## src/rtl/cdc_pkg.sv

```systemverilog
// ============================================================================
//  Module   : cdc_pkg
//  Purpose  : Shared types and constants for the req/ack pulse synchronizer
//             handshake (receiver side and reusable synchronizer).
//  Revision : 1.0  initial release
// ============================================================================
`default_nettype none

package cdc_pkg;

    // Handshake state of the destination-side responder
    typedef enum logic [1:0] {
        IDLE    = 2'd0,
        DELIVER = 2'd1,
        ACK     = 2'd2
    } hs_state_t;

    // Default depth of a level synchronizer chain
    localparam int DEFAULT_SYNC_STAGES = 2;

endpackage : cdc_pkg

`default_nettype wire

```

## src/rtl/sync_ff.sv

```systemverilog
// ============================================================================
//  Module   : sync_ff
//  Purpose  : N-stage level synchronizer for a single asynchronous bit.
//             Used for req on the receive side and for ack on the source side.
//             STAGES must be 2..4.
//  Revision : 1.0  initial release
// ============================================================================
`default_nettype none

module sync_ff
    import cdc_pkg::*;
#(
    parameter int STAGES = DEFAULT_SYNC_STAGES
) (
    input  logic clk,
    input  logic rst_n,
    input  logic i_async,
    output logic o_sync
);

    logic [STAGES-1:0] r_chain;

    // Shift the asynchronous level through the flop chain; bit 0 is the
    // metastability-catching stage, the MSB is the clean synchronized level.
    always_ff @(posedge clk or negedge rst_n) begin
        if (!rst_n) begin
            r_chain <= '0;
        end else begin
            r_chain <= {r_chain[STAGES-2:0], i_async};
        end
    end

    assign o_sync = r_chain[STAGES-1];

endmodule : sync_ff

`default_nettype wire

```

## src/rtl/hs_pulse_receiver.sv

```systemverilog
// ============================================================================
//  Module   : hs_pulse_receiver
//  Purpose  : Destination-side responder of a 4-phase req/ack pulse
//             synchronizer. Converts each req assertion into exactly one
//             valid/ready event, returns a registered ack level, counts
//             accepted events and flags source protocol violations.
//  Revision : 1.0  initial release
// ============================================================================
`default_nettype none

module hs_pulse_receiver
    import cdc_pkg::*;
#(
    parameter int SYNC_STAGES = DEFAULT_SYNC_STAGES,
    parameter int CNT_W       = 8
) (
    input  logic             clk,
    input  logic             reset_n,
    input  logic             req_in,
    output logic             ack_out,
    output logic             out_valid,
    input  logic             out_ready,
    output logic             out_pulse,
    output logic             busy,
    output logic [CNT_W-1:0] evt_count,
    output logic             proto_err
);

    hs_state_t        r_state;
    logic             r_ack;
    logic             r_valid;
    logic [CNT_W-1:0] r_cnt;
    logic             r_err;

    logic             w_req_sync;
    logic             w_accept;

    // Bring the source-domain req level into this clock domain
    sync_ff #(
        .STAGES  (SYNC_STAGES)
    ) u_req_sync (
        .clk     (clk),
        .rst_n   (reset_n),
        .i_async (req_in),
        .o_sync  (w_req_sync)
    );

    // An event is consumed only while req is still asserted; a withdrawn req
    // takes priority and aborts the event instead.
    assign w_accept = r_valid & out_ready & w_req_sync;

    // Handshake FSM; ack and valid are registered alongside the state so the
    // ack level leaving this domain comes straight from a flop.
    always_ff @(posedge clk or negedge reset_n) begin
        if (!reset_n) begin
            r_state <= IDLE;
            r_ack   <= 1'b0;
            r_valid <= 1'b0;
            r_cnt   <= '0;
            r_err   <= 1'b0;
        end else begin
            case (r_state)
                IDLE: begin
                    if (w_req_sync) begin
                        r_state <= DELIVER;
                        r_valid <= 1'b1;
                    end
                end
                DELIVER: begin
                    if (!w_req_sync) begin
                        // Source dropped req before being acknowledged
                        r_state <= IDLE;
                        r_valid <= 1'b0;
                        r_err   <= 1'b1;
                    end else if (out_ready) begin
                        r_state <= ACK;
                        r_valid <= 1'b0;
                        r_ack   <= 1'b1;
                        r_cnt   <= r_cnt + 1'b1;
                    end
                end
                ACK: begin
                    // Hold ack until req is seen low; a long req gives no
                    // second event.
                    if (!w_req_sync) begin
                        r_state <= IDLE;
                        r_ack   <= 1'b0;
                    end
                end
                default: begin
                    r_state <= IDLE;
                    r_valid <= 1'b0;
                    r_ack   <= 1'b0;
                end
            endcase
        end
    end

    assign ack_out   = r_ack;
    assign out_valid = r_valid;
    assign out_pulse = w_accept;
    assign busy      = (r_state != IDLE);
    assign evt_count = r_cnt;
    assign proto_err = r_err;

endmodule : hs_pulse_receiver

`default_nettype wire

```

## config.mk

```make
export PLATFORM = sky130hd
export DESIGN_NAME = hs_pulse_receiver
export DESIGN_NICKNAME = d
export VERILOG_FILES = /design/src/rtl/cdc_pkg.sv /design/src/rtl/sync_ff.sv /design/src/rtl/hs_pulse_receiver.sv
export SDC_FILE = /design/constraint.sdc
export NUM_CORES = 1
export LEC_CHECK = 0
export CAP_MARGIN = 0
export CORE_MARGIN = 3
export CORE_UTILIZATION = 36
export CTS_CLUSTER_SIZE = 30
export DETAILED_ROUTE_END_ITERATION = 8
export GPL_TIMING_DRIVEN = 1
export MAX_ROUTING_LAYER = met4
export PLACE_DENSITY = 0.72
export SLEW_MARGIN = 20
export SYNTH_ARGS = -nofsm -noshare
export SYNTH_HDL_FRONTEND = slang
export SYNTH_SLANG_ARGS = --single-unit
export TNS_END_PERCENT = 1
```

## constraint.sdc

```tcl
create_clock -name clk -period 1.3 [get_ports clk]
set_input_delay 0.39 -clock clk [delete_from_list [all_inputs] [get_ports clk]]
set_output_delay 0.39 -clock clk [all_outputs]
set_load 0.02 [all_outputs]
```

==> After elaboration in Yosys (flattened, before gate mapping) <==
Index checks and enable logic that the tools add are counted.
{ "totals": {"regBits": 15, "inputBits": 4, "output_inout_bits": 13, "word_cells": 39} }
{ "op_classes": {"add_sub_neg": 1, "eq_ne": 7, "n_mux": 13, "bitwise": 5, "n_reduce_logical": 7} }
{ "op_table": {"columns": ["op", "n"], "rows": [
  ["3-bit AND reduction", 3],
  ["8-bit by 1-bit adder with 8-bit output (second input constant)", 1],
  ["2-bit two-way mux", 4],
  ["1-bit two-way mux", 6],
  ["1-bit one-hot mux with 3 select lines", 2],
  ["2-bit one-hot mux with 3 select lines", 1],
  ["2-bit by 1-bit != test with 1-bit output (second input constant)", 2],
  ["2-bit != test (second input constant)", 2],
  ["4-bit AND reduction", 1],
  ["3-bit != test (second input constant)", 1],
  ["1-bit NOT", 3],
  ["1-bit AND", 2],
  ["2-bit by 1-bit == test with 1-bit output (second input constant)", 1],
  ["2-bit == test (second input constant)", 1],
  ["2-bit logical NOT", 1],
  ["2-bit AND reduction", 1],
  ["2-bit nonzero test", 1]
]} }

==> Longest topological paths before layout <==
Gate-level depths: netlist of the first run.
{ "depth": {"ltp_word": 3, "depth_mapped": 5, "depth_no_buf": 3} }

==> Hierarchy <==
From an unflattened synthesis of the first run, not the netlist that was laid out.
{ "hier_totals": {"cells_unflattened": 54, "area_unflattened_um2": 646.9} }
{ "modules_own_cells": {"columns": ["module", "instances", "cells_per_inst", "area_each_um2", "seq_area_each_um2"], "rows": [
  ["hs_pulse_receiver", 1, 52, 596.8, 325.3],
  ["sync_ff", 1, 2, 50.0, 50.0]
]} }

==> Worst setup path before layout of the first run <==
OpenSTA, ideal clock, no wires.
{ "synth_path": {"path_kind": "register to register", "startpoint": "register r_state[0]", "endpoint": "register r_cnt[1], in the netlist evt_count[1]", "setup_time_ns": 0.125, "arrival_time_ns": 1.089, "required_time_ns": 1.175, "setup_slack_ns": 0.086, "stages_incl_launch_ff": 5, "n_path_buf": 2, "synth_period_minus_slack_ns": 1.214, "path_cell_list": "dfrtp_1 buf_6 and4b_1 buf_6 mux2_4"} }
{ "synth_between": {"elab_chain_cells": 2} }
{ "synth_lines": {"columns": ["item", "line_no", "text"], "rows": [
  ["start, declared", "hs_pulse_receiver.sv:29", "hs_state_t r_state;"],
  ["start signal, assigned", "hs_pulse_receiver.sv:56", "r_state <= IDLE;"],
  ["start signal, assigned", "hs_pulse_receiver.sv:65", "r_state <= DELIVER;"],
  ["start signal, assigned", "hs_pulse_receiver.sv:72", "r_state <= IDLE;"],
  ["2-bit by 1-bit == test with 1-bit output", "hs_pulse_receiver.sv:62", "case (r_state)"],
  ["3-bit AND reduction (no source line)", null, null],
  ["end signal, assigned", "hs_pulse_receiver.sv:79", "r_cnt <= r_cnt + 1'b1;"],
  ["end, declared", "hs_pulse_receiver.sv:32", "logic [CNT_W-1:0] r_cnt;"]
]} }
No other way between the ends.
A chain may end at the register's enable or synchronous reset.

==> Worst setup path in the final report of the first run <==
{ "layout_path": {"startpoint": "register r_state[0]", "endpoint": "output busy"} }
{ "layout_between": {"elab_chain_cells": 1} }
{ "layout_lines": {"columns": ["item", "line_no", "text"], "rows": [
  ["2-bit nonzero test", "hs_pulse_receiver.sv:102", "assign busy = (r_state != IDLE);"],
  ["end, declared", "hs_pulse_receiver.sv:24", "output logic busy,"]
]} }
No other way between the ends.

==> metrics.txt, run 1 <==
outcome=complete, but fails checks; failing checks=setup timing; Mapped Nets=57; crit path launch type=register; synthesized area per cell=12.7 µm²; RSZ-0062 raised after global routing=yes; R2R cell count=4; Die ar.=2380 µm²; Die Ht=48.8 µm; R2R setup slack=-0.04 ns; Reg-to-Reg End=evt_count[1]$_DFFE_PN0P_; Core Area=1610 µm²; boundary pin count=17; Post-Syn Area=658 µm²; Slew @ Worst Pin=0.197 ns; first-pass GRT wire length=2.12 mm; Inst Count DP=106; Worst-path clk slew=0.08 ns; Clock Latency Late Sink=0.28 ns; htree depth=1; clk buf depth=2; n_diodes=0; worst r2r src=r_state[1]$_DFFE_PN0P_; GRT Util Overall=0.117; # setup viols final=3; initial antenna violation count=0; Post-synth EDFFs=0; Post-synth top flop=dfrtp_1; worst slack at placement=-0.694 ns; Area Growth Syn to Fin=41.6%; drt first pass iters=4; Final Hold Viols=0; Hold Crit Depth=0; Peak VDD IR=0.898 mV; critical path's slowest cell=dfrtp_1; Site Rows=14; DIE WIDTH=48.8 µm; CP max FO=2; critical path capture point type=primary output; Post-synth ARST share=1.00; FILL cells=148; TritonCTS Buffers=3; vias per cell=4.76; CP max stage delay=0.38 ns; worst endpoint required time=0.91 ns; yosys warns=0; Max transition margin=0.868; starting density of the core=0.408; register area share after synthesis=0.570; vias in the first global route=489; share of cells above drive strength 1=0.442; WP buf/inv=1; area of the multi-input gates=260 µm²; cell count after synthesis=52; DRC Markers=0; Lkg Pwr=0.466 nW; largest net degree at the start of global routing=16; CP Class=reg -> out; Port Buffers=16; post-cts hold buffer count=0; Register Area=375 µm²; worst hold path class=reg -> reg; worst path cell trace=or2_4 > buf_6; Non-Filler Instances=110; grt total ovfl=0; CTS tree=yes; antenna-violating nets left=0; Worst EP arrival=1.03 ns; fin crit period=1.42 ns; maximum clock rate=705 MHz; synth unique cells=21; GPL Wtd Cong=0.719; fin. max-slew vios=0; # clock sinks=15; Detailed Place HPWL=957 µm; Detailed Route WL=1.24 mm; Worst Hold Launch=u_req_sync.r_chain[0]$_DFF_PN0_; Worst path top cell family by delay=flip-flops; Min-Delay Endpoint=u_req_sync.r_chain[1]$_DFF_PN0_; root buf cell=clkbuf_4; maxcap violations=0; Post-CTS Setup Bufs=0; drt initial violations=12; Nets=92; Yosys reg bits=15; WL/cell=11.2 µm; fin worst setup slack=-0.118 ns; DR vias=524; PwrDens=1550 nW/µm²; Layout Skew=0.00736 ns; Tcrit/Tclk final=1.09
[logic make-up (layout without fill, tap and decap cells)]
kind of cell,count (synthesis),after routing,synth area share
AND/OR/NAND/NOR,17,17,0.184
flip-flops,15,15,0.570
AO/OA/AOI/OAI,7,7,0.0646
XOR/XNOR,7,7,0.0932
buffers and inverters,4,38,0.0456
adder cells (fa/ha/maj),1,1,0.0190
multiplexers,1,1,0.0228
[worst register-to-register path: cells and delay by family, from the launching register on]
family | cells | cell delay, ns
flops | 1 | 0.39
simple gates | 1 | 0.25
mux | 1 | 0.30
buf+inv | 2 | 0.29
[cells in the final DEF, fill, tap and decap left out, drive strengths merged]
master	instances
xnor2	6
dfrtp	15
and2	1
nand2	3
ha	1
dlygate4sd2	1
nand4	2
clkdlybuf4s50	2
inv	2
and4	1
o22ai	2
nand2b	2
mux2	1
nand3	4
clkbuf	4
and4b	1
a31o	1
buf	29
xor2	1
a31oi	1
and3	2
a21oi	3
or2	1
[routing by layer]
metal  wire (µm)  part of all wire  vias up  GRT usage
met4          17             0.014        0     0.0569
met2         600              0.49       18      0.181
met3          79             0.064        4     0.0307
met5           0                 0        -          -
met1         537              0.43      252      0.143
li1            -                 -      250          -
[timing repair]
action	in CTS	in global routing
pin swaps	1	2
setup endpoints to repair	21	11
gates resized for setup	60	1
gates cloned	0	0
[per-stage QoR]
stage | setup TNS, ns | hold WS, ns | utilization | cell area (µm²) | power [mW]
after floorplan | 0 | 0.0944 | - | 658 | 0.922
after global placement | -4.34 | 0.338 | 0.587 | 946 | 1.23
after detailed placement | -4.55 | 0.344 | 0.587 | 946 | 1.26
after CTS | -0.259 | 0.363 | 0.577 | 930 | 1.45
after global routing | -0.596 | 0.373 | 0.578 | 932 | 1.53
final | -0.202 | 0.360 | 0.578 | 932 | 1.45
[layout make-up]
cell class | count | area share
clock buffers | 4 | 0.0282
well taps | 24 | 0.0322
flip-flops and latches | 15 | 0.403
multi-input cells | 33 | 0.279
repair buffers | 32 | 0.250
inverters | 2 | 0.00805
[registers in the layout, indices dropped and copies added (netlist names)]
| signal | count |
|---|---|
| evt_count | 8 |
| r_state | 2 |
| u_req_sync.r_chain | 2 |
| ack_out | 1 |
| out_valid | 1 |
| proto_err | 1 |
[synthesized netlist by cell type (2+ instances only)]
master,instances,area (µm²)
o22ai_1,2,12.5
inv_1,2,7.51
nand3_1,4,20.0
a21oi_1,3,15.0
nand2_1,3,11.3
and3_1,2,12.5
buf_6,2,22.5
xnor2_1,6,52.6
nand2b_1,2,12.5
dfrtp_1,15,375
[worst max path at each step]
stage,from,endpoint,slack (ns),depth (start not counted)
floorplan,r_state[0]$_DFFE_PN0P_,evt_count[1]$_DFFE_PN0P_,0.09,4
global placement,out_ready,out_pulse,-0.69,3
detailed placement,out_ready,out_pulse,-0.69,3
CTS,r_state[1]$_DFFE_PN0P_,busy,-0.13,2
global route,r_state[1]$_DFFE_PN0P_,busy,-0.15,2
finish,r_state[0]$_DFFE_PN0P_,busy,-0.12,2
[power breakdown]
| part | internal [mW] | switching, mW | leakage [nW] |
|---|---|---|---|
| Sequential | 0.549 | 0.0490 | 0.185 |
| Clock | 0.119 | 0.146 | 0.0150 |
| Combinational | 0.268 | 0.316 | 0.266 |
| Total | 0.936 | 0.511 | 0.466 |
No activity file was read; power rests on OpenSTA's default activity.
==> run 2, diff against run 1 <==
--- a/config.mk
+++ b/config.mk
@@ -13,7 +13,7 @@
 export GPL_TIMING_DRIVEN = 1
 export MAX_ROUTING_LAYER = met4
 export PLACE_DENSITY = 0.72
-export SLEW_MARGIN = 20
+export SLEW_MARGIN = 10
 export SYNTH_ARGS = -nofsm -noshare
 export SYNTH_HDL_FRONTEND = slang
 export SYNTH_SLANG_ARGS = --single-unit
==> results of run 2 <==
No change in the layout: final DEF, timing and power equal those of run 1.
